`src/rtl/bch_31_chien_search.sv`:
```
// ---------------------------------------------------------------------------
// bch_31_chien_search
//   Chien search stage of the BCH(31) decoder. Takes one error-locator pair
//   Lambda(x) = 1 + lambda1*x + lambda2*x^2 over GF(2^5) (x^5+x^2+1) and tests
//   every codeword position, one per clock, MSB position (30) first.
//
// Ports
//   clk, rst             clock, asynchronous active-high reset
//   in_valid / in_ready  locator handshake; transfer when both are high on a
//                        rising edge. in_ready is high only while idle.
//   lambda1, lambda2     locator coefficients (x^1, x^2)
//   bit_valid            high for the 31 search cycles
//   bit_err, bit_pos     per-position error flag and position (30 .. 0)
//   out_valid            one-cycle pulse: err_vec / err_cnt / fail are final
//   err_vec              bit i set -> codeword bit i in error
//   err_cnt              number of roots found (0..2)
//   fail                 root count differs from the degree of Lambda
// ---------------------------------------------------------------------------
module bch_31_chien_search #(
    parameter int          N         = 31,
    parameter int          M         = 5,
    parameter logic [5:0]  PRIM_POLY = 6'h25
) (
    input  logic         clk,
    input  logic         rst,
    input  logic         in_valid,
    output logic         in_ready,
    input  logic [M-1:0] lambda1,
    input  logic [M-1:0] lambda2,
    output logic         bit_valid,
    output logic         bit_err,
    output logic [M-1:0] bit_pos,
    output logic         out_valid,
    output logic [N-1:0] err_vec,
    output logic [1:0]   err_cnt,
    output logic         fail
);

    typedef enum logic [1:0] {
        IDLE   = 2'd0,
        SEARCH = 2'd1,
        DONE   = 2'd2
    } state_t;

    // Multiply by alpha: shift left and fold x^5 back in as x^2+1.
    function automatic logic [M-1:0] mul_a(input logic [M-1:0] a);
        return {a[M-2:0], 1'b0} ^ (a[M-1] ? PRIM_POLY[M-1:0] : '0);
    endfunction

    state_t         state_q;
    logic [M-1:0]   r1_q;       // lambda1 * alpha^(k+1)
    logic [M-1:0]   r2_q;       // lambda2 * alpha^(2(k+1))
    logic [M-1:0]   k_q;
    logic [1:0]     deg_q;
    logic [N-1:0]   err_vec_q;
    logic [1:0]     err_cnt_q;
    logic           fail_q;

    logic           hit;
    logic [N-1:0]   err_vec_d;
    logic [1:0]     err_cnt_d;
    logic [1:0]     deg_d;

    // Evaluating at alpha^(k+1) == alpha^-(30-k) walks positions 30 down to 0.
    assign hit       = (state_q == SEARCH) && ((M'(1) ^ r1_q ^ r2_q) == '0);

    assign in_ready  = (state_q == IDLE);
    assign bit_valid = (state_q == SEARCH);
    assign out_valid = (state_q == DONE);
    assign bit_err   = hit;
    assign bit_pos   = M'(N - 1) - k_q;
    assign err_vec   = err_vec_q;
    assign err_cnt   = err_cnt_q;
    assign fail      = fail_q;

    always_comb begin
        err_vec_d = err_vec_q;
        err_cnt_d = err_cnt_q;
        if (hit) begin
            err_vec_d = err_vec_q | (N'(1) << bit_pos);
            err_cnt_d = err_cnt_q + 2'd1;
        end
    end

    always_comb begin
        deg_d = 2'd0;
        if (lambda2 != '0)      deg_d = 2'd2;
        else if (lambda1 != '0) deg_d = 2'd1;
    end

    always_ff @(posedge clk or posedge rst) begin
        if (rst) begin
            state_q   <= IDLE;
            r1_q      <= '0;
            r2_q      <= '0;
            k_q       <= '0;
            deg_q     <= '0;
            err_vec_q <= '0;
            err_cnt_q <= '0;
            fail_q    <= 1'b0;
        end else begin
            case (state_q)
                IDLE: begin
                    if (in_valid) begin
                        r1_q      <= mul_a(lambda1);
                        r2_q      <= mul_a(mul_a(lambda2));
                        deg_q     <= deg_d;
                        err_vec_q <= '0;
                        err_cnt_q <= '0;
                        fail_q    <= 1'b0;
                        k_q       <= '0;
                        state_q   <= SEARCH;
                    end
                end
                SEARCH: begin
                    r1_q      <= mul_a(r1_q);
                    r2_q      <= mul_a(mul_a(r2_q));
                    err_vec_q <= err_vec_d;
                    err_cnt_q <= err_cnt_d;
                    k_q       <= k_q + M'(1);
                    if (k_q == M'(N - 1)) begin
                        // Uses the count including this last position's hit.
                        fail_q  <= (err_cnt_d != deg_q);
                        state_q <= DONE;
                    end
                end
                DONE: begin
                    state_q <= IDLE;
                end
                default: begin
                    state_q <= IDLE;
                end
            endcase
        end
    end

endmodule
```
`config.mk`:
```
export PLATFORM = sky130hd
export DESIGN_NAME = bch_31_chien_search
export DESIGN_NICKNAME = d
export VERILOG_FILES = /design/src/rtl/bch_31_chien_search.sv
export SDC_FILE = /design/constraint.sdc
export NUM_CORES = 1
export LEC_CHECK = 0
export ABC_CLOCK_PERIOD_IN_PS = 4500
export CAP_MARGIN = 20
export CELL_PAD_IN_SITES_DETAIL_PLACEMENT = 1
export CELL_PAD_IN_SITES_GLOBAL_PLACEMENT = 1
export CORE_MARGIN = 2
export CORE_UTILIZATION = 42
export DETAILED_ROUTE_END_ITERATION = 10
export GPL_ROUTABILITY_DRIVEN = 0
export MAX_ROUTING_LAYER = met4
export PLACE_DENSITY_LB_ADDON = 0.25
export SLEW_MARGIN = 20
export SYNTH_ARGS = -nofsm -noshare
export SYNTH_HDL_FRONTEND = slang
export SYNTH_SLANG_ARGS = --single-unit
```
`constraint.sdc`:
```
create_clock -name clk -period 4.5 [get_ports clk]
set_clock_uncertainty 0.1 [all_clocks]
set_input_delay 1.35 -clock clk [delete_from_list [all_inputs] [get_ports clk]]
set_output_delay 1.35 -clock clk [all_outputs]
set_load 0.05 [all_outputs]
```
==> run summary <==
FILL cells = 635
P_sw = 0.00116 W
Endpoints failing setup = 0
Clock Power Share = 11.5%
Commonest non-fill, non-tap cell in the layout = clkdlybuf4s50_1
Yosys reg bits = 53
Kind of critical path = reg -> out
Combinational power share = 55.8%
Worst path slowest cell = clkdlybuf4s50_1
CTS HTree Levels = 2
Detail Route Antenna Nets = 0
Status = finished, final reports clean
Sw frac = 50.6%
Clock root cell = clkbuf_8
TritonCTS Buffers = 5
Hold Crit Start = err_vec[15]
RSZ-0062 raised after global routing = no
Initial antenna violation count = 0
Int Power = 0.00113 W
Class of the worst hold path = reg -> reg
First-pass GRT wire length = 10500 um
Core area = 5850 sq um
Clock transition at path regs = 0.09 ns
DR iter-0 viols = 86
R2R cell count = 4
DRC Markers = 0
First-pass DRT Iterations = 4
Setup WS pre-CTS = 0.877 ns
Design area = 3200 sq um
Slew @ Worst Pin = 0.903 ns
TNS Setup = 0 ns
Diode count = 0
P_leak = 1.38 nW
Synth Instances = 229
RR Endpoint = err_vec[2]
Post-CTS setup repair buffer count = 0
Final #Nets = 301
Hpwl dp = 4720 um
Max VDD drop = 0.399 mV
Fin. Hold Viols = 0
F_max = 253 MHz
PostCTS Resize Cnt = 0
Flop-to-flop setup slack = 2.39 ns
Io pins = 56
CP required = 3.05 ns
Cell Rows = 28
Starting Density = 42.8%
Max incr delay on CP = 0.87 ns
Critical Path Sink Type = primary output
Leading cell types in the layout, fill and taps excluded = 55 x clkdlybuf4s50_1, 53 x dfrtp_1, 27 x nand2_1
Via-to-Cell Ratio = 5.51
Critical Path Sink = bit_err
Dpl cell area = 3120 sq um
Die footprint = 6590 sq um
Sequential area share after synthesis = 53.0%
Critical-path cell list = nand2b_4 > inv_2 > nand3_1 > nor2_4 > clkdlybuf4s50_1
Worst-skew pair later-pin latency = 0.30 ns
Vias in the first global route = 2048
Largest net degree at the start of global routing = 35
Launch point of the worst reg-to-reg path = state_q[0]
Max-cap violations = 0
Final worst setup slack = 0.541 ns
CTS tree = built
Power per cell area = 716 nW/um^2
Seq pwr share = 32.7%
Horizontal die dimension = 81.2 um
Total grt overflow = 0
Port Buffers = 55
Fin. max-slew vios = 0
Minimum clock period after layout = 3.96 ns
WL/cell = 17.5 um
Syn_area_per_cell = 10.9 sq um
Clk sink count = 53
Library cells used by synthesis = 39
Slew HR = 39.6%
CTS hold repair buffers = 0
Die height = 81.2 um
Drt total wl = 6270 um
Syn Std Cell Area = 2500 sq um
Crit path max fanout = 32
Clock Path Buffers = 2
Total number of vias = 1978
Tot GR Track Use = 21.4%
CP Launch Point = state_q[1]
Critical Path AT = 2.51 ns
Synthesis-to-layout area growth = 28.0%
Setup crit start kind = flop
Share of cells above drive strength 1 = 9.86%
Warnings, synthesis = 0
Post-synth net total = 247
Final worst-path cycle share = 88.0%
-- sequential cells by signal, summed over array words and instances, names as in the netlist --
register	flops
deg_q	2
err_vec	31
state_q	2
r1_q	5
r2_q	5
err_cnt	2
fail	1
k_q	5
-- stage by stage --
stage               power (W)  cells  hold slack (ns)  utilization [%]
floorplan             0.00166    229            0.401                -
global placement      0.00200    351            0.366             53.3
detailed placement    0.00204    351            0.379             53.3
finish                0.00229    359            0.397             54.7
CTS                   0.00231    359            0.401             54.7
global route          0.00244    359            0.432             54.7
-- Yosys cell counts (all sizes together) --
cell | instances | area, sq um
nand2 | 27 | 101
ha | 5 | 62.6
or4 | 3 | 22.5
xnor2 | 13 | 140
o41ai | 2 | 17.5
nor2 | 16 | 67.6
xor2 | 2 | 25.0
a41oi | 1 | 8.76
clkbuf | 7 | 26.3
nor3 | 8 | 78.8
and3 | 6 | 37.5
a22o | 24 | 210
nor4bb | 1 | 10.0
a31oi | 10 | 62.6
and2 | 1 | 6.26
a21boi | 1 | 7.51
o31ai | 1 | 7.51
nor2b | 1 | 6.26
o21ai | 13 | 65.1
mux2i | 2 | 20.0
dfrtp | 53 | 1330
and4 | 1 | 8.76
nand2b | 1 | 13.8
inv | 9 | 36.3
nand3 | 11 | 65.1
o211ai | 4 | 30.0
a21oi | 1 | 5.00
buf | 5 | 33.8
-- cell type report --
| type | instances | area [sq um] | share of cell area, % |
|---|---|---|---|
| Timing Repair Buffer | 59 | 581 | 18.1 |
| Multi-Input combinational cell | 155 | 1080 | 33.7 |
| Inverter | 9 | 36.3 | 1.13 |
| Clock inverter | 3 | 17.5 | 0.547 |
| Clock buffer | 5 | 68.8 | 2.15 |
| Sequential cell | 53 | 1330 | 41.4 |
| Tap cell | 75 | 93.8 | 2.93 |
-- routing by layer --
metal	global-route usage, %	part of all wire (%)
met1	27.7	45
met2	36.2	51
met3	3.00	3.3
met4	4.58	0.62
met5	-	0
-- power groups by stage --
stage | clock network [W] | logic, W | registers [W]
after floorplan | 0 | 0.000769 | 0.000893
after global placement | 0 | 0.00125 | 0.000749
after detailed placement | 0 | 0.00128 | 0.000761
after CTS | 0.000267 | 0.00129 | 0.000752
after global routing | 0.000289 | 0.00138 | 0.000771
final | 0.000263 | 0.00128 | 0.000751
-- kinds of logic after synthesis --
logic type / Yosys count / synth area share (%)
and+or+nand+nor: 76 / 16.7
DFF: 53 / 53.0
xor gates and xnor gates: 15 / 6.60
AOI/OAI and AO/OA: 57 / 16.6
buffers and inverters: 21 / 3.85
adders and majority gates: 5 / 2.50
muxes: 2 / 0.800
-- worst min path at each step --
stage / end / slack [ns] / cells past startpoint
floorplan: deg_q[0] / 0.40 / 2
global placement: err_vec[15] / 0.37 / 2
detailed placement: err_vec[15] / 0.38 / 2
CTS: err_vec[15] / 0.40 / 2
global route: err_vec[12] / 0.43 / 1
finish: err_vec[15] / 0.40 / 2
-- worst max-delay path: cells and delay by family (launching register included) --
family / cells / cell delay [ns]
AND/OR/NAND/NOR: 3 / 0.81
buffers and inverters: 2 / 0.99
flip-flops: 1 / 0.40
(Power assumes the default switching activity.)
==> RTL change 1: new RTL, same settings <==
Make the reset (`rst`) synchronous in one clocked block. Comments in the files are not updated.
--- a/src/rtl/bch_31_chien_search.sv
+++ b/src/rtl/bch_31_chien_search.sv
@@ -89,5 +89,5 @@
     end
 
-    always_ff @(posedge clk or posedge rst) begin
+    always_ff @(posedge clk) begin
         if (rst) begin
             state_q   <= IDLE;
Function: differs if rst is asserted again (counterexample within 4 cycles, from zero or initial values and one cycle with rst high); with rst held inactive, the same outputs for 10 cycles.
==> RTL change 1 against the original RTL <==
Critical path depth is the same. Hold slack worse by 0.025 ns. First-iteration DRC count shrank 34%. Worst setup slack improved by 0.14 ns. Sequential cell count unchanged. Synthesized cell count increased by 16%. Maximum frequency up 3.7%. Area after synthesis decreased by 6.8%. Register-to-register slack improved by 0.13 ns. Highest routed layer unchanged. Design area fell by 5.5%. Routed wire length shrank 11%.
Power is not compared: it rests on default switching activity, and its combinational part moved more than twofold at a synthesized area within 25%.
==> RTL change 1: results (changes against the original RTL) <==
run_status:
  outcome: "completed"
global_routing:
  largest_net_degree_at_the_start_of_global_routing: 34  # -2.9%
  first_pass_grt_wire_length_mm: 9.69  # -7.4%
  global_route.usage.total_pct: 20.1  # -1.3 points
yosys:
  synth_nets: 284  # +15%
  synthFlopType: "sky130_fd_sc_hd__dfxtp_1"
  fraction_of_synthesized_cell_area_in_xor_and_xnor_cells_pct: 5.64  # -0.96 points
  netlist-cell-type-count: 34  # -13%
  synth_fa_ha_area_share_pct: 2.68  # +0.18 points
  synthArstFlopShare_pct: 0  # -100 points
  postSynthCellCount: 266  # +16%
  leading_post_synthesis_cells_by_cell_area: "sky130_fd_sc_hd__dfxtp_1, sky130_fd_sc_hd__o21a_1, sky130_fd_sc_hd__nor3_1"
  synth_compound_gate_area_share_pct: 17.0  # +0.41 points
  list_of_most_frequent_post_synthesis_cells: "sky130_fd_sc_hd__dfxtp_1, sky130_fd_sc_hd__nor3_1, sky130_fd_sc_hd__nand2_1"
final_layout:
  final_net_count: 333  # +11%
worst_setup_path:
  max_stage_delay_ns: 0.81  # -0.06 ns
  worst_ep_arrival_time_ns: 2.37  # -0.14 ns
  reg2reg_slack_ns: 2.52  # +0.13 ns
  critPathMaxFanout: 5  # -84%
  critPathLaunch: "r2_q[4]"
  reg2reg_from: "k_q[0]"
  r2r-end: "err_vec[18]"
  r2r.worst_path.cells: 7  # +3
drt:
  avgViaCountPerCell: 5.21  # -5.5%
  wirelength_mm: 5.59  # -11%
  wl_per_cell_um: 14.4  # -17%
placed_design:
  place.detailed.hpwl_mm: 4.17  # -12%
  post-place-cells: 380  # +8.3%
timing:
  tightestPinTransition_ns: 0.629  # -0.275 ns
hold_path:
  min_delay_path_depth: 1  # -1
==> RTL change 1: cell count changes after synthesis, sizes merged, moves of 13 or more <==
cell   change
a22o      -23
dfrtp     -53
nor3      +29
dfxtp     +53
o21ai     -13
o21a      +31
==> RTL change 1: area by class of cell <==
class                           instances  area, sq um  share of cell area (%)
Clock buffer                            5         68.8                    2.27
Multi-Input combinational cell        190         1160                    38.2
Inverter                                6         22.5                   0.744
Tap cell                               72         90.1                    2.98
Clock inverter                          3         46.3                    1.53
Timing Repair Buffer                   59          581                    19.2
Sequential cell                        53         1060                    35.1
==> RTL change 1: how the worst min path moves through the flow <==
| stage | end | from | slack (ns) |
|---|---|---|---|
| finish | err_vec[9] | err_vec[9] | 0.37 |
| global route | err_vec[16] | err_vec[16] | 0.40 |
| CTS | err_vec[21] | err_vec[21] | 0.38 |
| detailed placement | err_vec[21] | err_vec[21] | 0.35 |
| global placement | err_vec[5] | err_vec[5] | 0.35 |
| floorplan | k_q[4] | k_q[4] | 0.37 |
==> RTL change 1: per-layer routing <==
metal | share of wire, % | global-route usage (%) | wire [um] | vias to the layer above
li1 | - | - | - | 1017
met4 | 1.1 | 5.26 | 59 | 0
met1 | 45 | 23.7 | 2530 | 960
met2 | 51 | 35.5 | 2840 | 38
met5 | 0 | - | 0 | -
met3 | 2.9 | 3.56 | 163 | 5
==> RTL change 1: stage by stage <==
step           instance area (sq um)  setup slack (ns)
6_report                        3030             0.681
5_1_grt                         3030             0.440
4_1_cts                         3030             0.649
3_5_place_dp                    2910             0.999
3_3_place_gp                    2910              1.09
2_1_floorplan                   2330              1.51
==> RTL change 2: new RTL, same flow settings <==
Without the edit above. Change the parameter `M` from 5 to 6.
--- a/src/rtl/bch_31_chien_search.sv
+++ b/src/rtl/bch_31_chien_search.sv
@@ -19,5 +19,5 @@
 module bch_31_chien_search #(
     parameter int          N         = 31,
-    parameter int          M         = 5,
+    parameter int          M         = 6,
     parameter logic [5:0]  PRIM_POLY = 6'h25
 ) (
Ports: changed (resized bit_pos, lambda1 and lambda2); port bits go from 56 to 59. The function was not compared with the original's and may differ.
==> RTL change 2 against the original RTL <==
Routed wire length up 25%. Sequential cell count is 3 higher. Design area up 12%. Area after synthesis up 13%. Critical path depth is the same. Global-route usage is 1.6 points higher. Maximum frequency down 5.8%. Total power rose by 13%. Non-clock buffer count grew 3. Register-to-register slack worse by 0.31 ns. Die area grew 12%. Largest cell class unchanged. Worst setup slack lost 0.25 ns. Via count is 20% higher.
==> RTL change 2: results (changes against the original RTL) <==
pwr:
  p_switching_mw: 1.31  # +13%
  cellLeakagePower_nw: 1.51  # +8.9%
  max-vdd-ir-drop_uv: 325  # -19%
run_status:
  outcome: "completed"
global_routing:
  largest_net_degree_at_the_start_of_global_routing: 47  # +34%
  met3_usage_pct: 2.89  # -0.11 points
  grt_use_met1_pct: 32.3  # +4.7 points
  first_global_vias: 2443  # +19%
  global_route.usage.total_pct: 23.0  # +1.6 points
  first_pass_grt_wire_length_mm: 12.9  # +23%
  use_met2_pct: 35.2  # -1.0 points
final_layout:
  final_net_count: 351  # +17%
  nFillCells: 710  # +12%
  final_layout_size_suffix_gt1_share_pct: 9.09  # -0.77 points
worst_setup_path:
  critPathMaxFanout: 17  # -47%
  r2r.worst_path.cells: 7  # +3
  cp-endpoint: "bit_pos[4]"
  reg2reg_from: "k_q[0]"
  worst_ep_arrival_time_ns: 2.75  # +0.24 ns
  max_stage_delay_ns: 0.76  # -0.11 ns
  r2r-end: "fail"
  reg2reg_slack_ns: 2.08  # -0.31 ns
hold_path:
  class_of_the_tightest_hold_or_removal_check: "reg -> reg"
drt:
  avgViaCountPerCell: 5.86  # +6.3%
  drt-met1-wl_mm: 3.60  # +29%
  routed-wl-met3_um: 300  # +46%
  wl_per_cell_um: 19.3  # +11%
  met2RoutedLength_mm: 3.93  # +22%
  wirelength_mm: 7.87  # +25%
  detail_route.iter0.violations: 102  # +19%
placed_design:
  place.detailed.hpwl_mm: 5.43  # +15%
  port-buffer-count: 58  # +5.5%
  post-place-cells: 399  # +14%
  place_area_sq_mm: 0.00347  # +11%
clock_network:
  clkLatencyLatePin_ns: 0.32  # +0.02 ns
timing:
  tightestPinTransition_ns: 0.686  # -0.218 ns
yosys:
  synth_nets: 301  # +22%
  netlist-cell-type-count: 37  # -5.1%
  leading_post_synthesis_cells_by_cell_area: "sky130_fd_sc_hd__dfrtp_1, sky130_fd_sc_hd__a41oi_1, sky130_fd_sc_hd__nor2_1"
  synth-seq-area-share_pct: 49.6  # -3.4 points
  postSynthCellCount: 279  # +22%
  list_of_most_frequent_post_synthesis_cells: "sky130_fd_sc_hd__dfrtp_1, sky130_fd_sc_hd__nor2_1, sky130_fd_sc_hd__a41oi_1"
RTL change 2: cell count changes in the layout (fill, tap and decap cells not counted), moves of 4 or more:
cell                      unedited run  this run
sky130_fd_sc_hd__a22o_1             24         0
sky130_fd_sc_hd__inv_1               4        10
sky130_fd_sc_hd__a41oi_1             1        31
sky130_fd_sc_hd__and3_1              6         0
sky130_fd_sc_hd__nor2_1             15        44
sky130_fd_sc_hd__nor4_4              0         4
sky130_fd_sc_hd__a31oi_1            10         6
sky130_fd_sc_hd__nand2_1            27        21
RTL change 2: power by group through the flow:
stage | Clock [mW] | Combinational, mW | Sequential (mW)
after CTS | 0.340 | 1.44 | 0.811
after floorplan | 0 | 0.885 | 0.951
after detailed placement | 0 | 1.43 | 0.820
after global placement | 0 | 1.39 | 0.809
after global routing | 0.356 | 1.55 | 0.833
final | 0.333 | 1.44 | 0.815
RTL change 2: cells by family after synthesis:
logic type	Yosys count	synth area share, %
and+or+nand+nor	97	18.2
buffers and inverters	35	4.92
adders and majority gates	7	3.10
xor gates and xnor gates	21	7.71
DFF	56	49.6
AOI/OAI and AO/OA	63	16.4
RTL change 2: metrics by stage:
| stage | setup slack, ns | hold slack [ns] | total power [mW] | util (%) |
|---|---|---|---|---|
| 3_3_place_gp | 0.528 | 0.389 | 2.20 | 54.0 |
| 6_report | 0.295 | 0.410 | 2.59 | 55.8 |
| 2_1_floorplan | 1.29 | 0.407 | 1.84 | - |
| 5_1_grt | 0.0971 | 0.449 | 2.74 | 55.8 |
| 3_5_place_dp | 0.463 | 0.391 | 2.25 | 54.0 |
| 4_1_cts | 0.0956 | 0.418 | 2.59 | 55.6 |
RTL change 2: worst min-delay path by stage:
| stage | from | endpoint | cells after the start |
|---|---|---|---|
| 2_1_floorplan | deg_q[0] | deg_q[0] | 2 |
| 3_3_place_gp | err_vec[20] | err_vec[20] | 2 |
| 3_5_place_dp | err_vec[3] | err_vec[3] | 2 |
| 4_1_cts | err_vec[3] | err_vec[3] | 2 |
| 5_1_grt | err_vec[7] | err_vec[7] | 2 |
| 6_report | err_vec[20] | err_vec[20] | 2 |
RTL change 2: critical path: cells and delay by family (launching register included):
family	cells	cell delay [ns]
adders and majority gates	1	0.26
and+or+nand+nor	1	0.19
xor gates and xnor gates	1	0.45
buffers and inverters	2	1.02
DFF	1	0.51
RTL change 2: final cells by class:
type                       instances  area share, %
clock buffer                       6           2.02
clock inverter                     2          0.977
inverter                          16           1.75
multi-input combinational        188           36.5
sequential                        56           39.1
tap                               77           2.69
timing repair buffer              62           17.0
RTL change 2: timing repair:
item	CTS	global route
resized for setup	0	1
hold endpoints to repair	0	0
endpoints found under the setup margin	0	1
